### src/rtl/mult_pkg.sv
`default_nettype none
// ============================================================================
// Module      : mult_pkg
// Description : Shared widths and FSM encoding for the sequential multiplier.
// Revision    : 1.0 - initial release
// ============================================================================
package mult_pkg;

    localparam int LARGURA = 8;
    localparam int N_ITER  = 8;
    localparam int CNT_W   = $clog2(N_ITER);

    typedef enum logic [1:0] {
        OCIOSO = 2'd0,
        CALC   = 2'd1,
        FIM    = 2'd2
    } estado_t;

endpackage
`default_nettype wire

### src/rtl/somador_8bits.sv
`default_nettype none
// ============================================================================
// Module      : somador_8bits
// Description : Combinational 8-bit unsigned adder with carry out.
// Revision    : 1.0 - initial release
// ============================================================================
module somador_8bits (
    input  logic [7:0] A,
    input  logic [7:0] B,
    output logic [7:0] S,
    output logic       C_out
);

    assign {C_out, S} = {1'b0, A} + {1'b0, B};

endmodule
`default_nettype wire

### src/rtl/multiplicador_8bits_seq.sv
`default_nettype none
// ============================================================================
// Module      : multiplicador_8bits_seq
// Description : 8x8 unsigned shift-and-add multiplier, one partial product per
//               clock through a shared somador_8bits. Optional macro
//               MULT_ATALHO_ZERO_EN skips iterations for zero operands.
// Revision    : 1.0 - initial release
// ============================================================================
module multiplicador_8bits_seq
    import mult_pkg::*;
(
    input  logic                   clk,
    input  logic                   rst,
    input  logic                   start,
    input  logic [LARGURA-1:0]     A,
    input  logic [LARGURA-1:0]     B,
    output logic [2*LARGURA-1:0]   P,
    output logic                   busy,
    output logic                   done
);

    localparam logic [CNT_W-1:0] c_cnt_ult = CNT_W'(N_ITER - 1);

    estado_t              r_estado;
    estado_t              w_prox;
    logic [LARGURA-1:0]   r_m;
    logic [LARGURA-1:0]   r_q;
    logic [LARGURA-1:0]   r_acc;
    logic [CNT_W-1:0]     r_cnt;
    logic [LARGURA-1:0]   w_oper;
    logic [LARGURA-1:0]   w_s;
    logic                 w_cout;
    logic [2*LARGURA-1:0] w_desloc;
    logic                 w_ultima;
    logic                 w_zero;

    assign w_oper = r_q[0] ? r_m : '0;

    somador_8bits u_somador (
        .A     (r_acc),
        .B     (w_oper),
        .S     (w_s),
        .C_out (w_cout)
    );

    // Carry enters the top of the shift so the 17-bit {C,S,Q} loses only Q[0].
    assign w_desloc = {w_cout, w_s, r_q[LARGURA-1:1]};
    assign w_ultima = (r_cnt == c_cnt_ult);

`ifdef MULT_ATALHO_ZERO_EN
    assign w_zero = (A == '0) || (B == '0);
`else
    assign w_zero = 1'b0;
`endif

    always_ff @(posedge clk) begin
        if (rst) begin
            r_estado <= OCIOSO;
        end else begin
            r_estado <= w_prox;
        end
    end

    always_comb begin
        w_prox = r_estado;
        busy   = 1'b1;
        done   = 1'b0;
        case (r_estado)
            OCIOSO: begin
                busy = 1'b0;
                if (start) begin
                    w_prox = w_zero ? FIM : CALC;
                end
            end
            CALC: begin
                if (w_ultima) begin
                    w_prox = FIM;
                end
            end
            FIM: begin
                done   = 1'b1;
                w_prox = OCIOSO;
            end
            default: begin
                w_prox = OCIOSO;
            end
        endcase
    end

    always_ff @(posedge clk) begin
        if (rst) begin
            r_m   <= '0;
            r_q   <= '0;
            r_acc <= '0;
            r_cnt <= '0;
            P     <= '0;
        end else begin
            case (r_estado)
                OCIOSO: begin
                    if (start) begin
                        r_m   <= A;
                        r_q   <= B;
                        r_acc <= '0;
                        r_cnt <= '0;
                        if (w_zero) begin
                            P <= '0;
                        end
                    end
                end
                CALC: begin
                    {r_acc, r_q} <= w_desloc;
                    r_cnt        <= r_cnt + CNT_W'(1);
                    if (w_ultima) begin
                        P <= w_desloc;
                    end
                end
                default: begin
                end
            endcase
        end
    end

endmodule
`default_nettype wire

### config.mk
export PLATFORM = sky130hd
export DESIGN_NAME = multiplicador_8bits_seq
export DESIGN_NICKNAME = d
export VERILOG_FILES = /design/src/rtl/mult_pkg.sv /design/src/rtl/somador_8bits.sv /design/src/rtl/multiplicador_8bits_seq.sv
export SDC_FILE = /design/constraint.sdc
export NUM_CORES = 1
export LEC_CHECK = 0
export ABC_AREA = 1
export BUFFER_PORTS_ARGS = -buffer_cell sky130_fd_sc_hd__buf_2
export CORE_MARGIN = 1
export CORE_UTILIZATION = 42
export CTS_BUF_LIST = sky130_fd_sc_hd__clkbuf_8
export DETAILED_ROUTE_END_ITERATION = 10
export PLACE_DENSITY_LB_ADDON = 0.1
export SETUP_SLACK_MARGIN = 0.1
export SYNTH_ARGS = -nofsm -noshare
export SYNTH_HDL_FRONTEND = slang
export SYNTH_SLANG_ARGS = --single-unit
### constraint.sdc
create_clock -name clk -period 1.6 [get_ports clk]
set_input_delay 0.08 -clock clk [delete_from_list [all_inputs] [get_ports clk]]
set_output_delay 0.08 -clock clk [all_outputs]
set_load 0.01 [all_outputs]
==> impl_metrics.tcl <==
set metrics [dict create \
    p_total_mw 2.13 \
    crit_family "adder cells" \
    required_ps 1800 \
    htree_levels 2 \
    seq_area_frac_synth_pct 41.9 \
    crit_buf_inv 2 \
    antenna_cells 0 \
    tightest_slew_ps 413 \
    yosys-top-cells-area "dfxtp_1 42%, nand2_1 13%, o21ai_0 7.9%" \
    cp.arrival_ps 1790 \
    post-dp-hpwl_mm 3.32 \
    wl_per_cell_um 11.9 \
    die_area_um2 5410 \
    slowest_delay_ps 370 \
    mappedNetlistNets 327 \
    cts_tree "yes" \
    start_util_pct 44.7 \
    dieWidth_um 73.6 \
    cts_buffers 5 \
    vias 1975 \
    crit_top_cell "nand2_2" \
    yosysTopAreaCellShare_pct 41.9 \
    cp-end-kind "flop" \
    overflow 0 \
    path_cells "nand2_2, inv_2, ha_4, fa_2, nand2_2, nand2_2, nand3_2, nand2_2, nand2_2, nand2_2, o21bai_1, inv_1" \
    relSlewSlack_pct 72.4 \
    startpoint_type "flop" \
    core_area_um2 4820 \
    rsz0062_at_grt "true" \
    grt_pass1_vias 1832 \
    drv_slew 0 \
    clock_skew_ps 7.75 \
    gp_congestion 0.785 \
    ir_drop_v 0.000471 \
    critPathKind "reg -> reg" \
    grt.total_usage_pct 20.4 \
    drt_iter0_markers 55 \
    syn_to_final_growth_pct 28.4 \
    syn_avg_cell_area_um2 7.25 \
    maxCapViolCount 0 \
    antenna_found_initial 0 \
    hold_violations 0 \
    row_count 25 \
    crit_slowest_cell "dfxtp_4" \
    syn_inst 297 \
    final_nets 374 \
    synth_top_cell_by_area "dfxtp_1" \
    grt_max_degree 27 \
    vias_per_cell 4.79 \
    drt_pass1_iterations 4 \
    setup_violations 0 \
    yosysUniqueCellTypes 26 \
    fin_tns_setup_ps 0 \
    drc 0 \
    synth_warnings 0 \
    p_per_area_nw_per_um2 771 \
    clock_latency_ps 300 \
    min_period_over_period_pct 99.2 \
    crit_fanout 6 \
    chipHeight_um 73.6 \
    num_io_pins 37 \
    synth_seq_cells 45 \
    drive_above_1_share_pct 32.5 \
    cts.sinks 45 \
    p_leak_nw 1.33 \
    finalCriticalPeriod_ps 1590 \
    syn_area_um2 2150 \
    drt.antenna.violating_nets 0 \
    fmax_ghz 0.630 \
    clockRootBuffer "clkbuf_8" \
    clockBufferDepth 2 \
    hold_class "in -> reg" \
    port_buffers 36 \
    wirelength_mm 4.92 \
    path_clk_slew_ps 80 \
    status "completed" \
    grt_pass1_wl_mm 8.29 \
]
cell usage after synthesis:
master    instances
nor2_4            1
o21a_1            3
o21bai_1          2
nand3_1          17
nand2_1          72
nand3_2           1
nor2_1           23
o21ai_0          34
buf_2             5
nand2_2           1
o21ai_1           1
dfxtp_1          45
fa_1              1
o211ai_1          1
buf_6             2
inv_4             1
inv_1            37
xor2_1            2
nor2_8            1
inv_2             3
a21oi_1          27
nand3b_1          2
ha_1             10
or2_2             1
buf_4             1
clkbuf_1          3
through the flow:
stage               setup WS, ps  cell area (um^2)  hold WS (ps)  utilization, %  instances
floorplan                  -55.4              2190           149               -        297
global placement           -60.2              2490           329            51.7        403
detailed placement         -93.2              2490           338            51.7        403
CTS                        -6.26              2680          23.6            55.6        412
global route               -86.5              2760          33.6            57.4        412
finish                      12.2              2760          28.0            57.4        412
layer usage:
metal  GRT usage, %  vias to the layer above  part of all wire (%)
met1           24.1                      886                    46
li1               -                     1040                     -
met4           7.05                        0                   1.3
met3           4.53                        6                   4.0
met2           36.0                       43                    49
met5              0                        -                     0
cell usage in the layout (no fill, tap or decap), drive strengths merged:
master and n:
buf 51, clkbuf 5, o21bai 2, clkinv 2, inv 42, ha 10, o211ai 1, o21a 3
o21ai 35, nor2 25, dfxtp 45, or2 1, nand2 73, nand3 18, fa 1, xor2 2
a21oi 27, nand3b 2
final timing paths:
kind                                           from                   to  slack [ps]  cells after the start
worst min register to register    P[9]$_SDFFE_PP0P_    P[9]$_SDFFE_PP0P_         470                      2
worst max register to register  r_q[0]$_SDFFE_PP0P_   P[15]$_SDFFE_PP0P_          10                     12
worst max-delay path            r_q[0]$_SDFFE_PP0P_   P[15]$_SDFFE_PP0P_          10                     12
worst min-delay path                           A[0]  r_m[0]$_SDFFE_PP0P_          30                      3
power by group:
part           switching, mW  total (mW)  internal (mW)  leakage, nW
Combinational          0.165       0.270          0.105        0.913
Clock                  0.377       0.673          0.297       0.0491
Sequential            0.0240        1.19           1.16        0.367
Total                  0.566        2.13           1.57         1.33
area by class of cell:
cell class | instances | area (um^2)
timing repair buffer | 51 | 297
inverter | 41 | 159
tap | 67 | 83.8
fill | 497 | 2050
sequential | 45 | 905
clock inverter | 3 | 13.8
multi-input combinational | 200 | 1240
clock buffer | 5 | 68.8
timing repair:
action / CTS / global route
hold buffers: 0 / 0
pin swaps: 9 / 13
gates resized for setup: 21 / 28
setup endpoints to repair: 14 / 23
setup buffers: 1 / 0
sequential cells by signal, summed over array words and instances, names as in the netlist:
signal    count
r_m           8
r_estado      2
r_q           8
r_cnt         3
P            16
r_acc         8
worst register-to-register path, delay by kind of cell (launching register included):
family	cells	cell delay, ps
adders and majority gates	2	490
and+or+nand+nor	7	430
DFF	1	370
AOI/OAI and AO/OA	1	120
buffers and inverters	2	90
cell families after synthesis:
logic type               synth area share, %
XOR/XNOR                               0.814
AO/OA/AOI/OAI                           16.5
AND/OR/NAND/NOR                         23.7
buffers and inverters                   10.3
adder cells (fa/ha/maj)                 6.74
flip-flops                              41.9
Power figures use the tool's default switching activity.
